**src/rtl/lsu_pkg.sv**
```systemverilog
`default_nettype none
// ============================================================================
// Module      : lsu_pkg
// Description : Shared definitions for the LSU memory port. Holds the FSM
//               state type, the l_choose bit positions and the canonical
//               store byte masks.
// Revision    : 1.0 - initial release
// ============================================================================
package lsu_pkg;

  typedef enum logic [2:0] {
    IDLE  = 3'd0,
    CHECK = 3'd1,
    REQ   = 3'd2,
    WAIT  = 3'd3,
    DONE  = 3'd4
  } lsu_state_e;

  // Bit positions inside the one-hot l_choose vector
  localparam int LD  = 0;
  localparam int LW  = 1;
  localparam int LWU = 2;
  localparam int LH  = 3;
  localparam int LHU = 4;
  localparam int LB  = 5;
  localparam int LBU = 6;

  // LSB-aligned store byte masks
  localparam logic [7:0] MASK_B = 8'h01;
  localparam logic [7:0] MASK_H = 8'h03;
  localparam logic [7:0] MASK_W = 8'h0F;
  localparam logic [7:0] MASK_D = 8'hFF;

endpackage
`default_nettype wire

```
**src/rtl/lsu_mem_port_if.sv**
```systemverilog
`default_nettype none
// ============================================================================
// Module      : lsu_mem_port_if
// Description : Data-memory bus between the LSU and memory / AXI bridge.
//               Request channel: valid/ready with wen, addr, wdata, wstrb.
//               Response channel: rsp_valid with aligned 8-byte read data.
//   master : the LSU (drives the request, consumes the response)
//   slave  : the memory side
// Revision    : 1.0 - initial release
// ============================================================================
interface lsu_mem_port_if #(
  parameter int XLEN = 64,
  parameter int AW   = 32
);
  logic            mem_req_valid;
  logic            mem_req_ready;
  logic            mem_req_wen;
  logic [AW-1:0]   mem_req_addr;
  logic [XLEN-1:0] mem_req_wdata;
  logic [7:0]      mem_req_wstrb;
  logic            mem_rsp_valid;
  logic [XLEN-1:0] mem_rsp_data;

  modport master (
    output mem_req_valid, mem_req_wen, mem_req_addr, mem_req_wdata, mem_req_wstrb,
    input  mem_req_ready, mem_rsp_valid, mem_rsp_data
  );

  modport slave (
    input  mem_req_valid, mem_req_wen, mem_req_addr, mem_req_wdata, mem_req_wstrb,
    output mem_req_ready, mem_rsp_valid, mem_rsp_data
  );
endinterface
`default_nettype wire

```
**src/rtl/lsu_load_ext.sv**
```systemverilog
`default_nettype none
// ============================================================================
// Module      : lsu_load_ext
// Description : Combinational load lane select and sign/zero extension.
//   rsp_data  in  XLEN  aligned 8-byte read data
//   offset    in  3     byte offset of the access inside the 8-byte word
//   l_choose  in  7     one-hot load type
//   load_data out XLEN  extended result (0 for zero / non-one-hot l_choose)
// Revision    : 1.0 - initial release
// ============================================================================
module lsu_load_ext
  import lsu_pkg::*;
#(
  parameter int XLEN = 64
) (
  input  logic [XLEN-1:0] rsp_data,
  input  logic [2:0]      offset,
  input  logic [6:0]      l_choose,
  output logic [XLEN-1:0] load_data
);

  logic [XLEN-1:0] w_lane;

  always_comb begin
    // Move the addressed byte down to bit 0
    w_lane    = rsp_data >> {offset, 3'b000};
    load_data = '0;
    case (l_choose)
      7'(1 << LD):  load_data = w_lane;
      7'(1 << LW):  load_data = {{(XLEN-32){w_lane[31]}}, w_lane[31:0]};
      7'(1 << LWU): load_data = {{(XLEN-32){1'b0}},       w_lane[31:0]};
      7'(1 << LH):  load_data = {{(XLEN-16){w_lane[15]}}, w_lane[15:0]};
      7'(1 << LHU): load_data = {{(XLEN-16){1'b0}},       w_lane[15:0]};
      7'(1 << LB):  load_data = {{(XLEN-8){w_lane[7]}},   w_lane[7:0]};
      7'(1 << LBU): load_data = {{(XLEN-8){1'b0}},        w_lane[7:0]};
      default:      load_data = '0;
    endcase
  end

endmodule
`default_nettype wire

```
**src/rtl/lsu_mem_port.sv**
```systemverilog
`default_nettype none
// ============================================================================
// Module      : lsu_mem_port
// Description : Executes at most one load or store per instruction on the
//               data-memory bus and reports completion via mem_finish.
//   clk, rst             clock, synchronous active-high reset
//   inst_update          new-instruction pulse (re-arms the unit)
//   data_ram_en/_wen     load / store request from decode
//   wmask, l_choose      store byte mask / one-hot load type
//   addr, wdata          effective address, LSB-aligned store data
//   bus                  data-memory bus (master side)
//   mem_finish           memory phase complete (gates RF/CSR writes)
//   load_data            extended load result
//   mem_err              one-cycle pulse on misaligned or en&wen access
// Revision    : 1.0 - initial release
// ============================================================================
module lsu_mem_port
  import lsu_pkg::*;
#(
  parameter int XLEN = 64,
  parameter int AW   = 32
) (
  input  logic              clk,
  input  logic              rst,
  input  logic              inst_update,
  input  logic              data_ram_en,
  input  logic              data_ram_wen,
  input  logic [7:0]        wmask,
  input  logic [6:0]        l_choose,
  input  logic [AW-1:0]     addr,
  input  logic [XLEN-1:0]   wdata,
  lsu_mem_port_if.master    bus,
  output logic              mem_finish,
  output logic [XLEN-1:0]   load_data,
  output logic              mem_err
);

  lsu_state_e      r_state;
  logic            r_served;
  logic [AW-1:0]   r_addr;
  logic [XLEN-1:0] r_wdata;
  logic [7:0]      r_wmask;
  logic [6:0]      r_l_choose;
  logic            r_is_load;
  logic            r_is_store;
  logic            r_req_valid;
  logic            r_req_wen;
  logic [AW-1:0]   r_req_addr;
  logic [XLEN-1:0] r_req_wdata;
  logic [7:0]      r_req_wstrb;
  logic [XLEN-1:0] r_load_data;
  logic            r_err;

  logic            w_misaligned;
  logic            w_conflict;
  logic [XLEN-1:0] w_ext;

  // Access size comes from l_choose for loads and from wmask for stores
  always_comb begin
    w_misaligned = 1'b0;
    if (r_is_load) begin
      if (r_l_choose[LD])                      w_misaligned = |r_addr[2:0];
      else if (r_l_choose[LW] | r_l_choose[LWU]) w_misaligned = |r_addr[1:0];
      else if (r_l_choose[LH] | r_l_choose[LHU]) w_misaligned = r_addr[0];
    end else begin
      case (r_wmask)
        MASK_D:  w_misaligned = |r_addr[2:0];
        MASK_W:  w_misaligned = |r_addr[1:0];
        MASK_H:  w_misaligned = r_addr[0];
        default: w_misaligned = 1'b0;
      endcase
    end
  end

  assign w_conflict = r_is_load & r_is_store;

  lsu_load_ext #(.XLEN(XLEN)) u_load_ext (
    .rsp_data  (bus.mem_rsp_data),
    .offset    (r_addr[2:0]),
    .l_choose  (r_l_choose),
    .load_data (w_ext)
  );

  always_ff @(posedge clk) begin
    if (rst) begin
      r_state     <= IDLE;
      r_served    <= 1'b0;
      r_addr      <= '0;
      r_wdata     <= '0;
      r_wmask     <= '0;
      r_l_choose  <= '0;
      r_is_load   <= 1'b0;
      r_is_store  <= 1'b0;
      r_req_valid <= 1'b0;
      r_req_wen   <= 1'b0;
      r_req_addr  <= '0;
      r_req_wdata <= '0;
      r_req_wstrb <= '0;
      r_load_data <= '0;
      r_err       <= 1'b0;
    end else begin
      r_err <= 1'b0;
      if (inst_update) r_served <= 1'b0;
      case (r_state)
        IDLE: begin
          if ((data_ram_en | data_ram_wen) & ~r_served) begin
            r_addr     <= addr;
            r_wdata    <= wdata;
            r_wmask    <= wmask;
            r_l_choose <= l_choose;
            r_is_load  <= data_ram_en;
            r_is_store <= data_ram_wen;
            r_state    <= CHECK;
          end
        end
        CHECK: begin
          if (w_misaligned | w_conflict) begin
            r_err       <= 1'b1;
            r_load_data <= '0;
            r_state     <= DONE;
          end else begin
            // Request fields are registered here and held until handshake
            r_req_valid <= 1'b1;
            r_req_wen   <= r_is_store;
            r_req_addr  <= {r_addr[AW-1:3], 3'b000};
            r_req_wdata <= r_wdata << {r_addr[2:0], 3'b000};
            r_req_wstrb <= r_wmask << r_addr[2:0];
            r_state     <= REQ;
          end
        end
        REQ: begin
          if (bus.mem_req_ready) begin
            r_req_valid <= 1'b0;
            r_state     <= WAIT;
          end
        end
        WAIT: begin
          if (bus.mem_rsp_valid) begin
            if (r_is_load) r_load_data <= w_ext;
            r_state <= DONE;
          end
        end
        DONE: begin
          r_state <= IDLE;
          // A coincident inst_update re-arms immediately
          if (!inst_update) r_served <= 1'b1;
        end
        default: r_state <= IDLE;
      endcase
    end
  end

  assign bus.mem_req_valid = r_req_valid;
  assign bus.mem_req_wen   = r_req_wen;
  assign bus.mem_req_addr  = r_req_addr;
  assign bus.mem_req_wdata = r_req_wdata;
  assign bus.mem_req_wstrb = r_req_wstrb;

  // Non-memory instructions complete in the cycle they are presented
  assign mem_finish = ~(data_ram_en | data_ram_wen) | (r_state == DONE);
  assign load_data  = r_load_data;
  assign mem_err    = r_err;

endmodule
`default_nettype wire

```
**src/flat_wrapper.sv**
```systemverilog
// flat-port wrapper written by rule: the top's interface ports become plain ports
module lsu_mem_port_flat import lsu_pkg::*;
#(
  parameter int XLEN = 64,
  parameter int AW   = 32
)
  (clk, rst, inst_update, data_ram_en, data_ram_wen, wmask, l_choose, addr, wdata, mem_finish, load_data, mem_err, bus_mem_req_valid, bus_mem_req_wen, bus_mem_req_addr, bus_mem_req_wdata, bus_mem_req_wstrb, bus_mem_req_ready, bus_mem_rsp_valid, bus_mem_rsp_data);
  lsu_mem_port_if #(.XLEN(XLEN), .AW(AW)) bus_i ();
  input  logic clk;
  input  logic rst;
  input  logic inst_update;
  input  logic data_ram_en;
  input  logic data_ram_wen;
  input  logic [7:0] wmask;
  input  logic [6:0] l_choose;
  input  logic [AW-1:0] addr;
  input  logic [XLEN-1:0] wdata;
  output logic mem_finish;
  output logic [XLEN-1:0] load_data;
  output logic mem_err;
  output wire logic [$bits(bus_i.mem_req_valid)-1:0] bus_mem_req_valid;
  output wire logic [$bits(bus_i.mem_req_wen)-1:0] bus_mem_req_wen;
  output wire logic [$bits(bus_i.mem_req_addr)-1:0] bus_mem_req_addr;
  output wire logic [$bits(bus_i.mem_req_wdata)-1:0] bus_mem_req_wdata;
  output wire logic [$bits(bus_i.mem_req_wstrb)-1:0] bus_mem_req_wstrb;
  input wire logic [$bits(bus_i.mem_req_ready)-1:0] bus_mem_req_ready;
  input wire logic [$bits(bus_i.mem_rsp_valid)-1:0] bus_mem_rsp_valid;
  input wire logic [$bits(bus_i.mem_rsp_data)-1:0] bus_mem_rsp_data;
  assign bus_mem_req_valid = bus_i.mem_req_valid;
  assign bus_mem_req_wen = bus_i.mem_req_wen;
  assign bus_mem_req_addr = bus_i.mem_req_addr;
  assign bus_mem_req_wdata = bus_i.mem_req_wdata;
  assign bus_mem_req_wstrb = bus_i.mem_req_wstrb;
  assign bus_i.mem_req_ready = bus_mem_req_ready;
  assign bus_i.mem_rsp_valid = bus_mem_rsp_valid;
  assign bus_i.mem_rsp_data = bus_mem_rsp_data;
  lsu_mem_port #(.XLEN(XLEN), .AW(AW)) u_core (.clk(clk), .rst(rst), .inst_update(inst_update), .data_ram_en(data_ram_en), .data_ram_wen(data_ram_wen), .wmask(wmask), .l_choose(l_choose), .addr(addr), .wdata(wdata), .bus(bus_i), .mem_finish(mem_finish), .load_data(load_data), .mem_err(mem_err));
endmodule
```
**config.mk**
```make
export PLATFORM = sky130hd
export DESIGN_NAME = lsu_mem_port_flat
export DESIGN_NICKNAME = d
export VERILOG_FILES = /design/src/rtl/lsu_pkg.sv /design/src/rtl/lsu_mem_port_if.sv /design/src/rtl/lsu_load_ext.sv /design/src/rtl/lsu_mem_port.sv /design/src/flat_wrapper.sv
export SDC_FILE = /design/constraint.sdc
export NUM_CORES = 1
export LEC_CHECK = 0
export ABC_AREA = 1
export BUFFER_PORTS_ARGS = -buffer_cell sky130_fd_sc_hd__buf_4
export CORE_MARGIN = 2
export CORE_UTILIZATION = 55
export DETAILED_ROUTE_END_ITERATION = 6
export GPL_ROUTABILITY_DRIVEN = 1
export PLACE_DENSITY = 0.81
export SLEW_MARGIN = 5
export SYNTH_ARGS = -nofsm -noshare
export SYNTH_HDL_FRONTEND = slang
export SYNTH_HIERARCHICAL = 1
export SYNTH_SLANG_ARGS = --single-unit
export TNS_END_PERCENT = 10
```
**constraint.sdc**
```tcl
create_clock -name clk -period 2.5 [get_ports clk]
set_clock_uncertainty 0.1 [all_clocks]
set_input_delay 0.375 -clock clk [delete_from_list [all_inputs] [get_ports clk]]
set_output_delay 0.375 -clock clk [all_outputs]
set_load 0.005 [all_outputs]
```
==> results.sh <==
export IMPL_status="complete, no violations"
export IMPL_tritoncts="yes"
export IMPL_layout_common_cells="518 x nand2_1, 386 x buf_4, 354 x nor2_1, 334 x o21ai_0, 283 x dfxtp_1"
export IMPL_final_seq_area_um2=5710
export IMPL_grt_max_degree=108
export IMPL_cp_max_fo=60
export IMPL_syn_area_um2=15000
export IMPL_tightest_slew_ps=638
export IMPL_track_usage_pct=38.3
export IMPL_htreeDepth=1
export IMPL_gp_congestion=1.01
export IMPL_dp_hpwl_um=37900
export IMPL_cts_made_buffers=30
export IMPL_slew_headroom_pct=57.0
export IMPL_startpoint_type="primary input"
export IMPL_pin_count=354
export IMPL_fmaxAchievable_ghz=0.426
export IMPL_setup_viol=0
export IMPL_area_delta_synth_final_pct=32.5
export IMPL_crit_reg2reg_launch="u_core/r_state[0]"
export IMPL_totalWireLength_um=57200
export IMPL_synth_top_area_share_pct=37.9
export IMPL_cp_endpoint="u_core/r_addr[10]"
export IMPL_initial_core_util_pct=55.9
export IMPL_dieArea_um2=28700
export IMPL_dr_pass1_iters=6
export IMPL_gr_total_overflow=0
export IMPL_core_area_um2=26900
export IMPL_cp_required_ps=2830
export IMPL_finalPower_mw=21.1
export IMPL_vias_per_cell=5.68
export IMPL_final_common_cell="nand2_1"
export IMPL_grt_pass1_vias=15900
export IMPL_arrival_ps=2680
export IMPL_ant_nets=0
export IMPL_root_buffer="clkbuf_16"
export IMPL_syn_avg_cell_area_um2=6.26
export IMPL_hold_path_class="primary input to register"
export IMPL_startpoint="data_ram_en"
export IMPL_criticalPathCategory="primary input to register"
export IMPL_min_period_ps=2350
export IMPL_portBuffers=350
export IMPL_fin_hold_ws_ps=14.7
export IMPL_timing_rr_end="u_core/r_addr[10]"
export IMPL_dp_cells=2955
export IMPL_postCtsSetupBuffers=0
export IMPL_p_leak_nw=9.25
export IMPL_fin_crit_sh_pct=93.8
export IMPL_num_vias=17600
export IMPL_yosysSeqAreaShare_pct=37.9
export IMPL_r2r_slack_ps=190
export IMPL_ys_types=35
export IMPL_antenna_found_initial=1
export IMPL_power_density_nw_per_um2=1060
export IMPL_drive_gt1_share_pct=18.4
export IMPL_wl_per_cell_um=18.5
export IMPL_worstSkewPairLatency_ps=600
export IMPL_nets=2917
export IMPL_cts_sinks=285
export IMPL_rows=60
export IMPL_grt_pass1_wl_um=87700
export IMPL_rsz0062_at_grt="false"
export IMPL_min_path_cells=3
export IMPL_fill_cells=2107
export IMPL_die_w_um=169
export IMPL_critPathCaptureType="register"
export IMPL_synth_area_leader_cell="dfxtp_1"
export IMPL_max_cap_violations=0
export IMPL_setup_tns_ps=0
export IMPL_synth_area_leaders="dfxtp_1 38%, nand2_1 13%, o21ai_0 11%"
export IMPL_synth_warning_count=6
export IMPL_drv_slew=0
export IMPL_hold_viol_final=0
export IMPL_irDropWorstVdd_v=0.000789
export IMPL_rr_worst_depth=8
export IMPL_path_clk_slew_ps=60
export IMPL_multi_input_area_um2=7740
export IMPL_synth_seq_cells=285
export IMPL_stdcell_count=3101
export IMPL_remaining_drc_errors=0
export IMPL_syn_inst=2400
export IMPL_die_y_um=169
export IMPL_first_iter_violations=2344
export IMPL_cts_buffer_depth=3
[kinds of logic after synthesis]
family | share of synthesized area, %
flip-flops | 37.9
AND/OR/NAND/NOR | 30.3
buffers and inverters | 10.8
AO/OA/AOI/OAI | 20.5
multiplexers | 0.466
other | 0.0249
[layout make-up]
type / instances / share of cell area, %
antenna: 1 / 0.0126
clock buffer: 38 / 4.12
clock inverter: 18 / 1.41
inverter: 205 / 3.89
multi-input combinational: 1720 / 38.9
sequential: 285 / 28.7
tap: 341 / 2.14
timing repair buffer: 493 / 20.9
[metal layers]
| metal | part of all wire [%] | track usage (%) | vias to the layer above |
|---|---|---|---|
| met3 | 11 | 6.88 | 102 |
| met5 | 0 | 0 | - |
| li1 | - | - | 8390 |
| met1 | 43 | 55.1 | 8035 |
| met4 | 2.6 | 10.1 | 0 |
| met2 | 44 | 59.2 | 1095 |
[repair_timing]
action	CTS	global route
hold endpoints to repair	92	0
setup endpoints to repair	0	12
hold buffers	89	0
gates resized for setup	0	4
[registers in the layout (all words and copies together), names as in the netlist]
signal                    cells
u_core/r_wmask                8
u_core/mem_err                1
u_core/bus.mem_req_wen        1
u_core/r_state                3
u_core/r_addr                32
u_core/load_data             64
u_core/r_served               1
u_core/bus.mem_req_wdata     64
u_core/r_is_store             1
u_core/r_is_load              1
u_core/r_wdata               64
u_core/bus.mem_req_valid      1
u_core/bus.mem_req_wstrb      8
u_core/r_l_choose             7
u_core/bus.mem_req_addr      29
[synth_stat cells (all sizes together)]
cell,instances
inv,204
o21bai,1
nand4,2
nand3b,6
clkbuf,113
mux2i,7
nand2,544
buf,79
o21ai,335
or2,6
o22ai,8
nand3,192
and2,2
o211ai,17
o21a,3
dfxtp,285
nor2,355
o31ai,5
nor3,4
conb,1
a21oi,229
clkinv,1
a21o,1
[per-stage QoR]
stage	area, um2	worst slack [ps]	utilization (%)
after floorplan	15000	627	-
after global placement	17900	186	66.6
after detailed placement	17900	172	66.6
after CTS	19900	144	74.1
after global routing	19900	8.25	74.1
final	19900	155	74.1
[power by group]
group	switching [mW]	internal [mW]	total (mW)
combinational	5.93	3.50	9.44
clock	1.95	2.96	4.91
sequential	0.937	5.79	6.73
total	8.82	12.3	21.1
[worst min path at each step]
stage,from,to
detailed placement,u_core/bus.mem_req_wdata[20],u_core/bus.mem_req_wdata[20]
global placement,u_core/bus.mem_req_addr[10],u_core/bus.mem_req_addr[10]
global route,wdata[30],u_core/r_wdata[30]
floorplan,u_core/r_wdata[10],u_core/r_wdata[10]
finish,wdata[9],u_core/r_wdata[9]
CTS,addr[22],u_core/r_addr[22]
[worst max-delay path, stage by stage]
cell           delay (ps)
dlygate4sd3_1         570
buf_4                 140
inv_1                  60
a21oi_2               300
nand2_4               270
buf_12                260
buf_4                 240
o21ai_1               310
nor2_1                110
Power figures use the tool's default switching activity.
